[src/rtl/pipe_stage_reg_pkg.sv]
// -----------------------------------------------------------------------------
// pipe_stage_reg_pkg
// Shared definitions for the reusable pipeline-stage register:
//   - psr_state_e : fill state of the two-entry skid variant
//                   (PSR_EMPTY / PSR_ONE / PSR_FULL, numerically equal to the
//                   number of held entries so it can drive `occupancy` directly)
//   - ZeroWord    : canonical 32-bit zero used by stage logic and benches
// -----------------------------------------------------------------------------
package pipe_stage_reg_pkg;

    typedef enum logic [1:0] {
        PSR_EMPTY = 2'd0,
        PSR_ONE   = 2'd1,
        PSR_FULL  = 2'd2
    } psr_state_e;

    localparam logic [31:0] ZeroWord = 32'h0000_0000;

endpackage : pipe_stage_reg_pkg

[src/rtl/pipe_stage_reg_if.sv]
// -----------------------------------------------------------------------------
// pipe_stage_reg_if
// Valid/ready payload channel between two pipeline stages.
//   valid : producer offers `data`
//   ready : consumer accepts `data` this cycle
//   data  : WIDTH-bit payload bundle
// Modports:
//   master : producer side (drives valid/data, observes ready)
//   slave  : consumer side (observes valid/data, drives ready)
// -----------------------------------------------------------------------------
interface pipe_stage_reg_if #(
    parameter int WIDTH = 32
) ();

    logic             valid;
    logic             ready;
    logic [WIDTH-1:0] data;

    modport master (output valid, output data, input  ready);
    modport slave  (input  valid, input  data, output ready);

endinterface : pipe_stage_reg_if

[src/rtl/pipe_hold_reg.sv]
// -----------------------------------------------------------------------------
// pipe_hold_reg
// WIDTH-bit data register with load and clear. Holds its value when neither
// load nor clear is active. Clear wins over load.
// Ports:
//   clk   : clock, rising edge
//   rst   : synchronous active-high reset (zeroes the register)
//   load  : capture `d` at the next edge
//   clear : zero the register at the next edge
//   d     : data in
//   q     : registered data out
// -----------------------------------------------------------------------------
module pipe_hold_reg #(
    parameter int WIDTH = 32
) (
    input  logic             clk,
    input  logic             rst,
    input  logic             load,
    input  logic             clear,
    input  logic [WIDTH-1:0] d,
    output logic [WIDTH-1:0] q
);

    // NOTE: the payload is reset even though valid alone would suffice --
    // downstream stages expect a defined all-zero bundle out of reset.
    // NOTE: state updates use non-blocking assignments so every register
    // samples pre-edge values regardless of process evaluation order.
    always_ff @(posedge clk) begin
        if (rst || clear) begin
            q <= '0;
        end else if (load) begin
            q <= d;
        end
    end

endmodule : pipe_hold_reg

[src/rtl/pipe_stage_reg.sv]
// -----------------------------------------------------------------------------
// pipe_stage_reg
// Reusable pipeline-stage register carrying a WIDTH-bit payload with a
// valid/ready handshake and flush.
//   SKID=0 : single register, in_ready depends combinationally on out_ready.
//   SKID=1 : two-entry skid buffer, in_ready comes from a register (gated only
//            by rst), so backpressure does not ripple combinationally.
//   CLEAR_ON_FLUSH=1 zeroes the payload registers on flush; 0 clears only
//   the valid state.
// Ports:
//   clk       : clock, rising edge
//   rst       : synchronous active-high reset (priority over flush)
//   flush     : discard all held entries (priority over handshakes)
//   up        : upstream channel (slave): valid/data in, ready out
//   dn        : downstream channel (master): valid/data out, ready in
//   occupancy : number of held entries, 0..2
// -----------------------------------------------------------------------------
module pipe_stage_reg
    import pipe_stage_reg_pkg::*;
#(
    parameter int WIDTH          = 32,
    parameter bit SKID           = 1'b1,
    parameter bit CLEAR_ON_FLUSH = 1'b1
) (
    input  logic                   clk,
    input  logic                   rst,
    input  logic                   flush,
    pipe_stage_reg_if.slave        up,
    pipe_stage_reg_if.master       dn,
    output logic [1:0]             occupancy
);

    logic             in_fire;
    logic             out_fire;
    logic             clear_data;
    logic             main_load;
    logic [WIDTH-1:0] main_d;
    logic [WIDTH-1:0] main_q;
    logic             main_valid;

    assign in_fire    = up.valid & up.ready;
    assign out_fire   = dn.valid & dn.ready;
    assign clear_data = flush & CLEAR_ON_FLUSH;

    assign dn.valid = main_valid;
    assign dn.data  = main_q;

    pipe_hold_reg #(.WIDTH(WIDTH)) u_main (
        .clk   (clk),
        .rst   (rst),
        .load  (main_load),
        .clear (clear_data),
        .d     (main_d),
        .q     (main_q)
    );

    if (SKID) begin : g_skid
        psr_state_e       state_q;
        psr_state_e       state_d;
        logic             ready_q;
        logic             skid_load;
        logic             main_from_skid;
        logic [WIDTH-1:0] skid_q;

        pipe_hold_reg #(.WIDTH(WIDTH)) u_skid (
            .clk   (clk),
            .rst   (rst),
            .load  (skid_load),
            .clear (clear_data),
            .d     (up.data),
            .q     (skid_q)
        );

        // NOTE: every output of this block gets a default before the case so
        // no path leaves a signal unassigned (which would infer a latch).
        always_comb begin
            state_d        = state_q;
            main_load      = 1'b0;
            skid_load      = 1'b0;
            main_from_skid = 1'b0;
            case (state_q)
                PSR_EMPTY: begin
                    if (in_fire) begin
                        state_d   = PSR_ONE;
                        main_load = 1'b1;
                    end
                end
                PSR_ONE: begin
                    if (in_fire && out_fire) begin
                        main_load = 1'b1;
                    end else if (in_fire) begin
                        state_d   = PSR_FULL;
                        skid_load = 1'b1;
                    end else if (out_fire) begin
                        state_d = PSR_EMPTY;
                    end
                end
                PSR_FULL: begin
                    // No input is accepted here; draining promotes skid to main.
                    if (out_fire) begin
                        state_d        = PSR_ONE;
                        main_load      = 1'b1;
                        main_from_skid = 1'b1;
                    end
                end
                default: state_d = PSR_EMPTY;
            endcase
            // A flush discards any same-cycle transfer and empties the block.
            if (flush) begin
                state_d        = PSR_EMPTY;
                main_load      = 1'b0;
                skid_load      = 1'b0;
                main_from_skid = 1'b0;
            end
        end

        // ready_q tracks "next state is not FULL", so it equals
        // (state_q != PSR_FULL) at all times without a combinational path
        // from out_ready.
        always_ff @(posedge clk) begin
            if (rst) begin
                state_q <= PSR_EMPTY;
                ready_q <= 1'b1;
            end else begin
                state_q <= state_d;
                ready_q <= (state_d != PSR_FULL);
            end
        end

        assign main_d     = main_from_skid ? skid_q : up.data;
        assign main_valid = (state_q != PSR_EMPTY);
        assign up.ready   = ~rst & ready_q;
        assign occupancy  = state_q;
    end else begin : g_single
        logic valid_q;

        always_ff @(posedge clk) begin
            if (rst || flush) begin
                valid_q <= 1'b0;
            end else if (in_fire) begin
                valid_q <= 1'b1;
            end else if (out_fire) begin
                valid_q <= 1'b0;
            end
        end

        assign main_load  = in_fire & ~flush;
        assign main_d     = up.data;
        assign main_valid = valid_q;
        assign up.ready   = ~rst & (dn.ready | ~valid_q);
        assign occupancy  = {1'b0, valid_q};
    end

endmodule : pipe_stage_reg

[src/flat_wrapper.sv]
// flat-port wrapper written by rule: the top's interface ports become plain ports
module pipe_stage_reg_flat import pipe_stage_reg_pkg::*;
#(
    parameter int WIDTH          = 32,
    parameter bit SKID           = 1'b1,
    parameter bit CLEAR_ON_FLUSH = 1'b1
)
  (clk, rst, flush, occupancy, up_valid, up_data, up_ready, dn_valid, dn_data, dn_ready);
  pipe_stage_reg_if #(.WIDTH(WIDTH)) up_i ();
  pipe_stage_reg_if #(.WIDTH(WIDTH)) dn_i ();
  input  logic clk;
  input  logic rst;
  input  logic flush;
  output logic [1:0] occupancy;
  input wire logic [$bits(up_i.valid)-1:0] up_valid;
  input wire logic [$bits(up_i.data)-1:0] up_data;
  output wire logic [$bits(up_i.ready)-1:0] up_ready;
  output wire logic [$bits(dn_i.valid)-1:0] dn_valid;
  output wire logic [$bits(dn_i.data)-1:0] dn_data;
  input wire logic [$bits(dn_i.ready)-1:0] dn_ready;
  assign up_i.valid = up_valid;
  assign up_i.data = up_data;
  assign up_ready = up_i.ready;
  assign dn_valid = dn_i.valid;
  assign dn_data = dn_i.data;
  assign dn_i.ready = dn_ready;
  pipe_stage_reg #(.WIDTH(WIDTH), .SKID(SKID), .CLEAR_ON_FLUSH(CLEAR_ON_FLUSH)) u_core (.clk(clk), .rst(rst), .flush(flush), .up(up_i), .dn(dn_i), .occupancy(occupancy));
endmodule
[config.mk]
export PLATFORM = sky130hd
export DESIGN_NAME = pipe_stage_reg_flat
export DESIGN_NICKNAME = d
export VERILOG_FILES = /design/src/rtl/pipe_stage_reg_pkg.sv /design/src/rtl/pipe_stage_reg_if.sv /design/src/rtl/pipe_hold_reg.sv /design/src/rtl/pipe_stage_reg.sv /design/src/flat_wrapper.sv
export SDC_FILE = /design/constraint.sdc
export NUM_CORES = 1
export LEC_CHECK = 0
export CELL_PAD_IN_SITES_DETAIL_PLACEMENT = 2
export CELL_PAD_IN_SITES_GLOBAL_PLACEMENT = 2
export CORE_ASPECT_RATIO = 1.4
export CORE_MARGIN = 8
export CORE_UTILIZATION = 30
export CTS_CLUSTER_DIAMETER = 100
export DETAILED_ROUTE_END_ITERATION = 10
export PLACE_DENSITY_LB_ADDON = 0.1
export SLEW_MARGIN = 5
export SYNTH_ARGS = -nofsm -noshare
export SYNTH_HDL_FRONTEND = slang
export SYNTH_SLANG_ARGS = --single-unit
[constraint.sdc]
create_clock -name clk -period 1.9 [get_ports clk]
set_input_delay 0.38 -clock clk [delete_from_list [all_inputs] [get_ports clk]]
set_output_delay 0.38 -clock clk [all_outputs]
set_load 0.01 [all_outputs]
; ---- After elaboration in Yosys (flattened, before gate mapping)
; Index checks and enable logic that the tools add are counted.
[totals]
latch_bits = 0
n_memories = 0
output_inout_bits = 36
romBits = 0
register_bits = 67
ram_bits = 0
[op_classes]
n_shift = 0
n_mux = 18
addsub = 0
bitwise = 4
n_reduce_logical = 4
n_eq_ne = 3
n_mul = 0
magnitude_cmp = 0
n_div = 0
[ops]
columns = operator, n
row1 = $mux 32, 1
row2 = $mux 2, 6
row3 = $mux 1, 9
row4 = $pmux 2 s3, 1
row5 = $and 1x1->1, 3
row6 = $pmux 1 s3, 1
row7 = $eq 2x1->1 const B, 1
row8 = $eq 2x2->1 const B, 1
row9 = $logic_not 2->1, 1
row10 = $ne 2x2->1 const B, 1
row11 = $reduce_bool 2->1, 1
row12 = $logic_and 1x1->1, 1
row13 = $logic_or 1x1->1, 1
row14 = $not 1->1, 1

; ---- Longest topological paths before layout
; Gate-level depths: netlist (run 1).
[depth]
ltp_word = 8
ltp_mapped = 5
depth_no_buf = 3

; ---- Modules after synthesis
; From an unflattened synthesis (run 1), not the netlist that was laid out.
[unflattened]
hier_cells = 264
area_unflattened_um2 = 2896.5
[by_module_without_submodules]
columns = module, seq_area_each_um2, cells_per_inst, instances, area_per_inst_um2
row1 = pipe_hold_reg, 640.6, 105, 2, 1156.1
row2 = pipe_stage_reg, 60.1, 54, 1, 584.3

; ---- Least setup slack after synthesis (run 1)
; OpenSTA, ideal clock, no wires.
[synth_path]
path_kind = reg2reg
start = register u_core.g_skid.state_q[0], in the netlist u_core.occupancy[0]
end = register u_core.g_skid.u_skid.q[14]
t_arrival_ps = 1344
required_ps = 1768
path_slack_ps = 424
stages_incl_launch_ff = 5
period_less_slack_ps = 1476
setup_time_ps = 132
n_path_buf = 1
path_cell_list = dfxtp_1 -> or3b_2 -> clkbuf_1 -> o21ai_0 -> a21oi_1
[synth_between]
elab_chain_len = 6
elab_cells_between_ends = 7
cone_classes = 1 x eq/ne / 3 x mux / 1 x bitwise / 2 x reduce/logical
[synth_rtl]
columns = item, line
row1 = start: declaration, pipe_stage_reg.sv:58  ; psr_state_e state_q;
row2 = start signal: assignment, pipe_stage_reg.sv:125  ; state_q <= state_d;
row3 = $reduce_bool 2->1, pipe_stage_reg.sv:131  ; assign main_valid = (state_q != PSR_EMPTY);
row4 = $and 1x1->1, pipe_stage_reg.sv:42  ; assign out_fire = dn.valid & dn.ready;
row5 = $logic_and 1x1->1, pipe_stage_reg.sv:89  ; if (in_fire && out_fire) begin
row6 = $mux 1, pipe_stage_reg.sv:89
row7 = $mux 1 *, pipe_stage_reg.sv:81  ; case (state_q)
row8 = $mux 1 *, pipe_stage_reg.sv:109  ; if (flush) begin
row9 = end signal: assignment, pipe_hold_reg.sv:30  ; q <= '0;
row10 = end signal: assignment, pipe_hold_reg.sv:32  ; q <= d;
row11 = end: declaration, pipe_hold_reg.sv:21  ; output logic [WIDTH-1:0] q
; Every way passes the cells marked *; elsewhere a longest branch is shown, timed or not.
; A chain may end at the register's enable or synchronous reset.

; ---- Worst setup path in the final report (run 1)
[layout_path]
start = register u_core.g_skid.state_q[0], in the netlist u_core.occupancy[0]
end = output dn_valid
[layout_between]
elab_chain_len = 1
[layout_rtl]
columns = item, line
row1 = $reduce_bool 2->1, pipe_stage_reg.sv:131
row2 = end: declaration, flat_wrapper.sv:18  ; output wire logic [$bits(dn_i.valid)-1:0] dn_valid;
; No other way between the ends.

==> implementation parameters, run 1 <==
Parameter                              Value

Status
  Run status ... completed

Setup path
  Data arrival time of the critical path ... 1460 ps
  R2R cell count ... 5
  Start-to-end type of the worst setup path ... flip-flop to output pin
  CP Launch Type ... flip-flop
  Nature of the critical path endpoint ... output pin
  Largest fanout on the critical path ... 9
  Required time worst endpoint ... 1520 ps

Timing
  Part of the cycle the worst path needs ... between 90% and 100%
  Highest Clock Rate ... 545 MHz
  RSZ-0062 raised after global routing ... no
  Total negative slack for setup checks ... 0 ps
  Worst Max-Slew Pin Slew ... 288 ps
  Final hold violation count ... 0
  Final setup viols ... 0
  Worst hold slack ... between 400 and 500 ps
  Post-route minimum period ... around 1800 ps
  Number of max-slew violations in the final report ... 0
  Final setup skew ... 5.15 ps
  Headroom to the max-slew limit ... 80.7%

Power and ir drop
  Internal power ... ~2.6 mW
  Power density over cell area ... 774 nW/um^2
  Sequential share of power ... 43.0%
  Worst vdd ir ... approximately 0.49 mV
  Share of total power in the clock network ... 46.3%
  Leakage power figure ... ~1.3 nW
  Fraction of power spent switching nets ... 23.5%
  Logic gate share of total power ... 10.8%
  Reported net switching power ... 0.783 mW
  Power consumption ... around 3.3 mW

CTS
  Number of CTS-inserted buffers ... 9
  Clock-pin slew of the registers on the worst-case setup and hold paths ... 60 ps
  Clock root buffer ... clkbuf_16
  TritonCTS Sinks ... 67
  Number of buffers on the longest clock path ... 2
  H-tree levels ... 3
  Cts-stage hold buffer count ... 0
  TritonCTS clock tree ... done
  Skew-Pair Late Insertion Delay ... about 330 ps

Finish
  Fraction of final layout cells with drive strength greater than 1 ... 13.3%
  Post-synthesis to final-layout area growth ... 41.2%
  Fin cells ... 533
  Total Nets Final ... 430
  ANT cells ... 0
  Final core occ ... a little over two fifths

Global route
  Initial antenna violation count ... 0
  Wire length of the first global-routing pass ... 17700 um
  Number of global-route vias before repair ... 3357
  Pin count of the biggest net entering global routing ... 44
  GRT overflow ... 0
  GR Util All Layers ... 16.6%

Synthesis
  Portion of the post-synthesis area used by sequential elements ... 43.9%
  Flops & latches, synth ... 67
  Number of different library cells in the post-synthesis netlist ... 28
  Post-Syn Instances ... 320
  Area of the mapped netlist ... 3050 sq um
  Mean area per synthesized cell ... 9.54 sq um
  Synth warnings ... 0
  Net count after synthesis ... between 300 and 400

Place
  Final estimated routing congestion in global placement ... 0.706
  Cell total after placement ... ~520
  Detailed placement HPWL ... just over 7000 um
  PortBufs ... 72

Route
  Number of iterations in the first detailed-routing pass ... 4
  Routed WL per cell ... 20.5 um
  Detailed-route via count ... 2966
  Antenna viol nets, final ... 0
  Via density per instance ... roughly 5.6
  Post-detailed-route DRC marker count ... 0
  Total routed wirelength ... 10900 um
  Number of violations reported at the end of detailed-routing iteration 0 ... between 70 and 80

Floorplan
  Die area ... about 14000 sq um
  Cell Rows ... 43
  I/O pin total ... 73
  Die span in y ... 135 um
  Chip Width ... 101 um
  Placeable Area ... about 10000 sq um
  Starting density of the core ... a little under a third

Hold path
  Depth of the worst hold-timing path ... 2
  Type of the most critical hold path ... flip-flop to flip-flop

Job
  Total of max-cap violations ... 0
==> path summary, 6_finish.rpt <==
check	slack, ps	endpoint	startpoint
min	480	u_core.g_skid.u_skid.q[5]$_SDFFE_PP0P_	u_core.g_skid.u_skid.q[5]$_SDFFE_PP0P_
max	60	dn_valid	u_core.occupancy[0]$_SDFF_PP0_
max reg2reg	370	u_core.u_main.q[6]$_SDFFE_PP0P_	u_core.occupancy[1]$_SDFF_PP0_
min reg2reg	480	u_core.g_skid.u_skid.q[5]$_SDFFE_PP0P_	u_core.g_skid.u_skid.q[5]$_SDFFE_PP0P_
==> critical path, stage by stage, from the launching register on <==
cell and delay (ps):
dfxtp_2 370, or2_2 280, clkdlybuf4s50_1 480
==> cells in the mapped netlist <==
cell | instances | area share (%)
nor3b_2 | 1 | 0.41
nand2_1 | 1 | 0.12
and4bb_1 | 1 | 0.41
o2111a_1 | 1 | 0.37
dfxtp_1 | 67 | 44
mux2i_1 | 32 | 10
or3b_2 | 1 | 0.29
nand3_1 | 32 | 5.2
buf_4 | 3 | 0.74
nor2_1 | 1 | 0.12
nor2b_1 | 1 | 0.20
or2_2 | 2 | 0.41
buf_6 | 1 | 0.37
and4bb_2 | 1 | 0.41
o21ai_0 | 28 | 4.6
a211o_1 | 1 | 0.29
o21ai_1 | 5 | 0.82
nand2b_1 | 2 | 0.41
buf_2 | 11 | 1.8
nand3b_1 | 2 | 0.49
a31o_2 | 1 | 0.29
a311oi_1 | 32 | 9.2
a211oi_1 | 33 | 8.1
clkbuf_1 | 22 | 2.7
inv_1 | 2 | 0.25
nand4bb_1 | 1 | 0.37
buf_12 | 3 | 2.0
a21oi_1 | 32 | 5.2
==> stage by stage <==
| step | worst slack (ps) | instance area, sq um |
|---|---|---|
| global placement | -106 | 4040 |
| finish | 64.9 | 4310 |
| detailed placement | -123 | 4040 |
| global route | 28.8 | 4310 |
| CTS | 34.9 | 4310 |
| floorplan | 424 | 3050 |
==> kinds of logic (layout without fill, tap and decap cells) <==
group                  Yosys count  in the layout  share of synthesized area [%]
AO/OA/AOI/OAI                  133            133                           28.9
flip-flops                      67             67                           43.9
AND/OR/NAND/NOR                 46             46                           8.89
buffers and inverters           42            120                           7.82
multiplexers                    32             32                           10.5
==> power groups by stage <==
stage,combinational (mW),sequential [mW],clock (mW)
after floorplan,0.138,1.47,0
after global placement,0.356,1.46,0
after detailed placement,0.364,1.46,0
after CTS,0.365,1.43,1.59
after global routing,0.388,1.44,1.63
final,0.359,1.43,1.54
==> cell usage in the layout, fill, tap and decap left out, drive strengths merged <==
master	Yosys	final
clkdlybuf4s50	0	71
dfxtp	67	67
a211oi	33	33
o21ai	33	33
nand3	32	32
a21oi	32	32
mux2i	32	32
a311oi	32	32
buf	18	30
clkbuf	22	14
or2	2	2
inv	2	2
nand3b	2	2
clkinv	0	2
and4bb	2	2
nand2b	2	2
nor2b	1	1
nor3b	1	1
nand4bb	1	1
or3b	1	1
a31o	1	1
nor2	1	1
o2111a	1	1
nand2	1	1
a211o	1	1
dlygate4sd2	0	1
==> routing by layer <==
| layer | vias up | wire [um] | GRT usage (%) |
|---|---|---|---|
| li1 | 1396 | - | - |
| met1 | 1510 | 4400 | 17.1 |
| met2 | 49 | 6000 | 31.3 |
| met3 | 11 | 361 | 2.62 |
| met4 | 0 | 174 | 7.90 |
| met5 | - | 0 | 0 |
==> flip-flops by register name (all words and copies together), names as in the netlist <==
| register | flops |
|---|---|
| u_core.g_skid.ready_q | 1 |
| u_core.g_skid.u_skid.q | 32 |
| u_core.occupancy | 2 |
| u_core.u_main.q | 32 |
==> layout make-up <==
cell class                 instances  area [sq um]
clock inverter                     2          10.0
clock buffer                      14           264
multi-input combinational        211          1490
inverter                           2          7.51
fill                            1114          5590
tap                              135           169
timing repair buffer             102          1030
sequential                        67          1340
==> what timing repair did <==
action / 4_1_cts / 5_1_grt
endpoints found under the setup margin: 2 / 0
resized for setup: 3 / 0
setup buffers: 0 / 0
Note: power is estimated with default switching activity, not from simulation.
==> inputs of run 2 (changes only) <==
Settings changed: CTS_CLUSTER_SIZE set to 16.
==> results of run 2 <==
Same layout as run 1: the final DEF is identical, and so are final timing and power.
